--- src/rtl/score_pkg.sv ---
// Shared types and constants for the score update sequencer.
package score_pkg;

  typedef enum logic [1:0] {CMD_NONE, CMD_INC, CMD_DEC, CMD_CLR} cmd_t;

  typedef enum logic {ST_IDLE, ST_EXEC} state_t;

  localparam int unsigned MAX_SCORE_DEF = 9999;
  localparam int unsigned STEP_W        = 4;

endpackage

--- src/rtl/score_alu.sv ---
// Combinational saturating add/sub shared by both teams.
module score_alu
  import score_pkg::*;
#(
  parameter int unsigned SCORE_W   = 16,
  parameter int unsigned MAX_SCORE = MAX_SCORE_DEF
) (
  input  logic [SCORE_W-1:0] score_i,
  input  cmd_t               cmd_i,
  input  logic [STEP_W-1:0]  step_i,
  output logic [SCORE_W-1:0] score_o
);

  localparam logic [SCORE_W:0] MaxExt = (SCORE_W+1)'(MAX_SCORE);

  logic [SCORE_W:0] score_ext, step_ext, sum, diff;

  assign score_ext = {1'b0, score_i};
  assign step_ext  = (SCORE_W+1)'(step_i);
  assign sum       = score_ext + step_ext;
  assign diff      = score_ext - step_ext;

  always_comb begin
    score_o = score_i;
    unique case (cmd_i)
      CMD_INC:  score_o = (sum > MaxExt) ? MaxExt[SCORE_W-1:0] : sum[SCORE_W-1:0];
      CMD_DEC:  score_o = (score_ext >= step_ext) ? diff[SCORE_W-1:0] : '0;
      CMD_CLR:  score_o = '0;
      default:  score_o = score_i;
    endcase
  end

endmodule

--- src/rtl/score_update_sequencer.sv ---
// Serialises per-team score commands onto one shared score_alu, round-robin on ties.
// Optional undo of the last write is enabled by defining SCORE_UNDO_EN.
module score_update_sequencer
  import score_pkg::*;
#(
  parameter int unsigned SCORE_W   = 16,
  parameter int unsigned MAX_SCORE = MAX_SCORE_DEF
) (
  input  logic               clk,
  input  logic               reset,
`ifdef SCORE_UNDO_EN
  input  logic               undo_i,
`endif
  input  logic [1:0]         t_inc,
  input  logic [1:0]         t_dec,
  input  logic [1:0]         t_clr,
  input  logic [2:0]         step_sel,
  output logic [SCORE_W-1:0] score_team1,
  output logic [SCORE_W-1:0] score_team2,
  output logic               busy,
  output logic               update_pulse,
  output logic               upd_team,
  output logic [1:0]         drop_pulse
);

  state_t               state_q, state_d;
  logic                 rr_q, rr_d;
  cmd_t                 slot_cmd_q [2];
  cmd_t                 slot_cmd_d [2];
  logic [STEP_W-1:0]    slot_step_q [2];
  logic [STEP_W-1:0]    slot_step_d [2];
  logic [SCORE_W-1:0]   score_q [2];
  logic [SCORE_W-1:0]   score_d [2];
  logic                 exec_team_q, exec_team_d;
  cmd_t                 exec_cmd_q, exec_cmd_d;
  logic [STEP_W-1:0]    exec_step_q, exec_step_d;
  logic                 update_q, update_d;
  logic                 upd_team_q, upd_team_d;
  logic [1:0]           drop_q, drop_d;

  logic [1:0]           slot_full;
  logic                 grant_vld, grant_team, undo_block;
  logic [STEP_W-1:0]    step_cur;
  logic [SCORE_W-1:0]   alu_in, alu_out;

`ifdef SCORE_UNDO_EN
  logic                 undo_pend_q, undo_pend_d;
  logic                 exec_undo_q, exec_undo_d;
  logic                 hist_team_q, hist_team_d;
  logic [SCORE_W-1:0]   hist_old_q, hist_old_d;
  logic                 hist_valid_q, hist_valid_d;
  assign undo_block = undo_pend_q;
`else
  assign undo_block = 1'b0;
`endif

  assign step_cur   = STEP_W'({1'b0, step_sel}) + STEP_W'(1);
  assign slot_full  = {slot_cmd_q[1] != CMD_NONE, slot_cmd_q[0] != CMD_NONE};
  assign grant_team = (&slot_full) ? rr_q : ~slot_full[0];
  // A pending undo takes precedence over both team slots.
  assign grant_vld  = (state_q == ST_IDLE) && (|slot_full) && !undo_block;
  assign alu_in     = score_q[exec_team_q];

  score_alu #(
    .SCORE_W  (SCORE_W),
    .MAX_SCORE(MAX_SCORE)
  ) u_alu (
    .score_i(alu_in),
    .cmd_i  (exec_cmd_q),
    .step_i (exec_step_q),
    .score_o(alu_out)
  );

  // Slot capture: a slot granted this cycle counts as empty, so new events refill it.
  always_comb begin
    drop_d = '0;
    for (int t = 0; t < 2; t++) begin
      slot_cmd_d[t]  = (grant_vld && (grant_team == t[0])) ? CMD_NONE : slot_cmd_q[t];
      slot_step_d[t] = slot_step_q[t];
      if (t_clr[t]) begin
        slot_cmd_d[t]  = CMD_CLR;
        slot_step_d[t] = step_cur;
      end else if (t_inc[t] || t_dec[t]) begin
        if (slot_cmd_d[t] == CMD_NONE) begin
          slot_cmd_d[t]  = t_inc[t] ? CMD_INC : CMD_DEC;
          slot_step_d[t] = step_cur;
        end else begin
          drop_d[t] = 1'b1;
        end
      end
    end
  end

  always_comb begin
    state_d     = state_q;
    rr_d        = rr_q;
    exec_team_d = exec_team_q;
    exec_cmd_d  = exec_cmd_q;
    exec_step_d = exec_step_q;
    score_d     = score_q;
    update_d    = 1'b0;
    upd_team_d  = upd_team_q;
`ifdef SCORE_UNDO_EN
    undo_pend_d  = undo_pend_q;
    exec_undo_d  = exec_undo_q;
    hist_team_d  = hist_team_q;
    hist_old_d   = hist_old_q;
    hist_valid_d = hist_valid_q;
`endif
    unique case (state_q)
      ST_IDLE: begin
`ifdef SCORE_UNDO_EN
        if (undo_pend_q) begin
          undo_pend_d = 1'b0;
          if (hist_valid_q) begin
            exec_undo_d = 1'b1;
            state_d     = ST_EXEC;
          end
        end
`endif
        if (grant_vld) begin
          if (&slot_full) rr_d = ~grant_team;
          exec_team_d = grant_team;
          exec_cmd_d  = slot_cmd_q[grant_team];
          exec_step_d = slot_step_q[grant_team];
          state_d     = ST_EXEC;
`ifdef SCORE_UNDO_EN
          exec_undo_d = 1'b0;
`endif
        end
      end
      ST_EXEC: begin
        state_d  = ST_IDLE;
        update_d = 1'b1;
`ifdef SCORE_UNDO_EN
        if (exec_undo_q) begin
          score_d[hist_team_q] = hist_old_q;
          upd_team_d           = hist_team_q;
          hist_valid_d         = 1'b0;
        end else begin
          score_d[exec_team_q] = alu_out;
          upd_team_d           = exec_team_q;
          hist_team_d          = exec_team_q;
          hist_old_d           = alu_in;
          hist_valid_d         = 1'b1;
        end
`else
        score_d[exec_team_q] = alu_out;
        upd_team_d           = exec_team_q;
`endif
      end
      default: state_d = ST_IDLE;
    endcase
`ifdef SCORE_UNDO_EN
    if (undo_i) undo_pend_d = 1'b1;
`endif
  end

  always_ff @(posedge clk or posedge reset) begin
    if (reset) begin
      state_q     <= ST_IDLE;
      rr_q        <= 1'b0;
      slot_cmd_q  <= '{default: CMD_NONE};
      slot_step_q <= '{default: '0};
      score_q     <= '{default: '0};
      exec_team_q <= 1'b0;
      exec_cmd_q  <= CMD_NONE;
      exec_step_q <= '0;
      update_q    <= 1'b0;
      upd_team_q  <= 1'b0;
      drop_q      <= '0;
    end else begin
      state_q     <= state_d;
      rr_q        <= rr_d;
      slot_cmd_q  <= slot_cmd_d;
      slot_step_q <= slot_step_d;
      score_q     <= score_d;
      exec_team_q <= exec_team_d;
      exec_cmd_q  <= exec_cmd_d;
      exec_step_q <= exec_step_d;
      update_q    <= update_d;
      upd_team_q  <= upd_team_d;
      drop_q      <= drop_d;
    end
  end

`ifdef SCORE_UNDO_EN
  always_ff @(posedge clk or posedge reset) begin
    if (reset) begin
      undo_pend_q  <= 1'b0;
      exec_undo_q  <= 1'b0;
      hist_team_q  <= 1'b0;
      hist_old_q   <= '0;
      hist_valid_q <= 1'b0;
    end else begin
      undo_pend_q  <= undo_pend_d;
      exec_undo_q  <= exec_undo_d;
      hist_team_q  <= hist_team_d;
      hist_old_q   <= hist_old_d;
      hist_valid_q <= hist_valid_d;
    end
  end
`endif

  assign score_team1  = score_q[0];
  assign score_team2  = score_q[1];
  assign busy         = (state_q != ST_IDLE);
  assign update_pulse = update_q;
  assign upd_team     = upd_team_q;
  assign drop_pulse   = drop_q;

endmodule

--- config.mk ---
export PLATFORM = sky130hd
export DESIGN_NAME = score_update_sequencer
export DESIGN_NICKNAME = d
export VERILOG_FILES = /design/src/rtl/score_pkg.sv /design/src/rtl/score_alu.sv /design/src/rtl/score_update_sequencer.sv
export SDC_FILE = /design/constraint.sdc
export NUM_CORES = 1
export LEC_CHECK = 0
export BUFFER_PORTS_ARGS = -buffer_cell sky130_fd_sc_hd__buf_2
export CAP_MARGIN = 30
export CORE_MARGIN = 2
export CORE_UTILIZATION = 46
export DETAILED_ROUTE_END_ITERATION = 12
export PLACE_DENSITY = 0.66
export SLEW_MARGIN = 20
export SYNTH_ARGS = -nofsm -noshare
export SYNTH_HDL_FRONTEND = slang
export SYNTH_SLANG_ARGS = --single-unit
--- constraint.sdc ---
create_clock -name clk -period 3.8 [get_ports clk]
set_input_delay 0.76 -clock clk [delete_from_list [all_inputs] [get_ports clk]]
set_output_delay 0.76 -clock clk [all_outputs]
set_load 0.01 [all_outputs]
==> results_dict.tcl <==
set metrics [dict create \
    maxCapViolations 0 \
    path_cells "mux2_2, ha_1, inv_1, fa_1, nand2b_1, a22o_1, nor3_1, xnor2_1, a32o_2, a211oi_4, a211oi_1, o31ai_1" \
    crit_family "compound AO/OA/AOI/OAI gates" \
    clock_skew_ns 0.00868 \
    cts_htree_levels 3 \
    maxSlewHeadroom_pct 52.6 \
    drv_slew 0 \
    final_cells 577 \
    start_util_pct 47.0 \
    worst-path-max-fanout 7 \
    num_antenna_cells 0 \
    cts_resized 0 \
    numCtsBuffers 9 \
    insertion_delay_ns 0.34 \
    crit_buf_inv 1 \
    ios 48 \
    fin_nets 490 \
    synth_cell_types 68 \
    p_leak_nw 1.94 \
    async_flop_share_pct 100 \
    grt_pass1_wl_um 16600 \
    synth_edf_count 0 \
    post_cts_buffers 0 \
    gr-total-overflow 0 \
    fin_tns_setup_ns 0 \
    ys_seq_area_share_pct 37.3 \
    finalHoldViolCount 0 \
    die_x_um 95.1 \
    design.die.area_um2 9050 \
    antenna_found_initial 0 \
    drive_gt1_share_pct 24.2 \
    routed_wl_um 10100 \
    ctsHoldBuffers 0 \
    place_hpwl_um 7380 \
    status "completed" \
    num_rows 33 \
    viasPerCell 5.97 \
    synth.cell_area_um2 3820 \
    grt_pass1_vias 3237 \
    cp-end-kind "flip-flop" \
    ant_nets 0 \
    syn-mean-instance-area_um2 9.16 \
    gp_congestion 0.888 \
    drtPass1Iterations 5 \
    worst-slew-pin-transition_ns 0.712 \
    area_growth_pct 15.2 \
    hp-class "input port to asynchronous set/reset pin" \
    clock-sinks 57 \
    routedWlPerCell_um 17.5 \
    drt_iter0_drc 267 \
    slowest_stage "dfrtp_1" \
    synth.ff_latch_count 57 \
    power_density_nw_per_um2 896 \
    grt_usage_pct 23.7 \
    final.min_clock_period_ns 3.57 \
    cts_tree "built" \
    synth_nets 440 \
    grt_max_degree 32 \
    final-setup-viol-count 0 \
    vias 3444 \
    cpPeakStageDelay_ns 0.47 \
    place_inst 561 \
    worstReg2RegStart "exec_team_q$_DFFE_PP0P_" \
    netlist_instances 417 \
    synth_flop_cell "dfrtp_1" \
    ir_worst_vdd_mv 0.327 \
    ys.warnings.count 0 \
    critPathLaunchType "flip-flop" \
    clockBufferDepth 2 \
    core_area_um2 8130 \
    rsz0062_at_grt "no" \
    clk_pin_slew_worst_paths_ns 0.07 \
    dieHeight_um 95.1 \
    drc 0 \
    crit_start "exec_team_q$_DFFE_PP0P_" \
    cp.required_ns 4.02 \
    min_period_over_period_pct 93.9 \
    cp.arrival_ns 3.79 \
    path_class "flip-flop to flip-flop" \
    portBuffers 47 \
    fmax_mhz 280 \
    root_buffer "clkbuf_8" \
]
[per-layer routing]
layer,global-route usage [%],vias to the layer above,share of wire (%)
met4,9.54,0,2.4
met5,0,-,0
met3,4.27,20,6.2
met2,35.4,141,44
met1,34.0,1655,47
li1,-,1628,-
[cells in the final DEF (no fill, tap or decap), drive strengths merged, types with 3 or more instances in the layout]
| master | count |
|---|---|
| a2111oi | 3 |
| xor2 | 6 |
| inv | 18 |
| or3 | 4 |
| a21o | 3 |
| a31oi | 15 |
| nand3b | 6 |
| buf | 57 |
| nor2 | 45 |
| nand2b | 6 |
| a211oi | 8 |
| or2 | 3 |
| mux2 | 19 |
| mux2i | 12 |
| a31o | 3 |
| xnor2 | 11 |
| nand4 | 4 |
| clkbuf | 10 |
| ha | 10 |
| nor2b | 5 |
| nand2 | 41 |
| nor3 | 10 |
| dfrtp | 57 |
| nand3 | 7 |
| a222oi | 5 |
| o21ai | 26 |
| a21oi | 23 |
| o211ai | 5 |
| o31ai | 4 |
| nor4 | 4 |
| and2 | 4 |
| a22oi | 4 |
| nor3b | 3 |
[path summary, 6_finish.rpt]
path	endpoint	slack (ns)	cells past startpoint
max	score_team1[6]$_DFFE_PP0P_	0.23	12
min	score_team2[10]$_DFFE_PP0P_	0.50	2
max reg2reg	score_team1[6]$_DFFE_PP0P_	0.23	12
min reg2reg	exec_step_q[3]$_DFFE_PP0P_	0.50	2
max in group asynchronous	score_team1[2]$_DFFE_PP0P_	2.51	3
min in group clk	exec_step_q[3]$_DFFE_PP0P_	0.50	2
[sequential cells by signal, summed over array words and instances, names as in the netlist]
register / count
exec_cmd_q: 2
busy: 1
score_team1: 16
rr_q: 1
upd_team: 1
score_team2: 16
exec_step_q: 4
slot_step_q: 8
exec_team_q: 1
slot_cmd_q: 4
update_pulse: 1
drop_pulse: 2
[metrics by stage]
step | instance area [µm²] | power, mW | util [%] | worst slack [ns] | hold slack, ns
after floorplan | 3820 | 2.64 | - | 0.0491 | 0.433
after global placement | 4160 | 3.20 | 51.1 | 0.271 | 0.467
after detailed placement | 4160 | 3.24 | 51.2 | 0.177 | 0.472
after CTS | 4390 | 3.91 | 54.0 | 0.155 | 0.494
after global routing | 4400 | 4.25 | 54.1 | 0.0215 | 0.527
final | 4400 | 3.94 | 54.1 | 0.233 | 0.499
[area by class of cell]
class / instances / area (µm²)
multi-input combinational: 325 / 2240
clock inverter: 6 / 90.1
clock buffer: 10 / 138
tap: 105 / 131
inverter: 17 / 63.8
sequential: 57 / 1430
fill: 758 / 3730
timing repair buffer: 57 / 310
[cells in the mapped netlist (3+ instances only)]
cell / number / share of area (%)
a211oi_1: 7 / 1.4
a21o_1: 3 / 0.59
a21oi_1: 22 / 2.9
a222oi_1: 5 / 1.3
a22oi_1: 4 / 0.79
a31o_2: 3 / 0.69
a31oi_1: 15 / 2.5
and2_1: 4 / 0.65
buf_6: 4 / 1.2
clkbuf_1: 10 / 0.98
dfrtp_1: 57 / 37
ha_1: 10 / 3.3
inv_1: 17 / 1.7
mux2_2: 19 / 5.6
mux2i_1: 8 / 2.1
mux2i_2: 3 / 1.1
nand2_1: 41 / 4.0
nand2b_1: 6 / 0.98
nand3_1: 6 / 0.79
nand3b_1: 5 / 0.98
nand4_1: 4 / 0.65
nor2_1: 45 / 4.4
nor2b_1: 5 / 0.82
nor3_1: 10 / 1.3
nor4_1: 3 / 0.49
o211ai_1: 4 / 0.79
o21ai_0: 17 / 2.2
o21ai_1: 9 / 1.2
o31ai_1: 4 / 0.79
or2_2: 3 / 0.49
or3_1: 4 / 0.65
xnor2_1: 11 / 2.5
xor2_1: 6 / 1.4
[worst register-to-register path, stage by stage, from the launching register on]
cell	delay [ns]
dfrtp_1	0.47
mux2_2	0.30
ha_1	0.16
inv_1	0.05
fa_1	0.41
nand2b_1	0.19
a22o_1	0.29
nor3_1	0.26
xnor2_1	0.11
a32o_2	0.34
a211oi_4	0.40
a211oi_1	0.16
o31ai_1	0.31
[power breakdown]
group / leakage [nW] / internal (mW) / switching, mW / total, mW
sequential: 0.701 / 0.818 / 0.279 / 1.10
clock: 0.113 / 0.389 / 0.267 / 0.656
combinational: 1.13 / 0.886 / 1.30 / 2.19
total: 1.94 / 2.09 / 1.85 / 3.94
[kinds of logic after synthesis]
kind of cell	count (synthesis)	synth area share (%)
and+or+nand+nor	150	20.1
buffers and inverters	35	4.29
DFF	57	37.3
AOI/OAI and AO/OA	115	20.7
muxes	31	9.36
adders and majority gates	12	4.32
xor gates and xnor gates	17	3.90
Power figures use the tool's default switching activity.
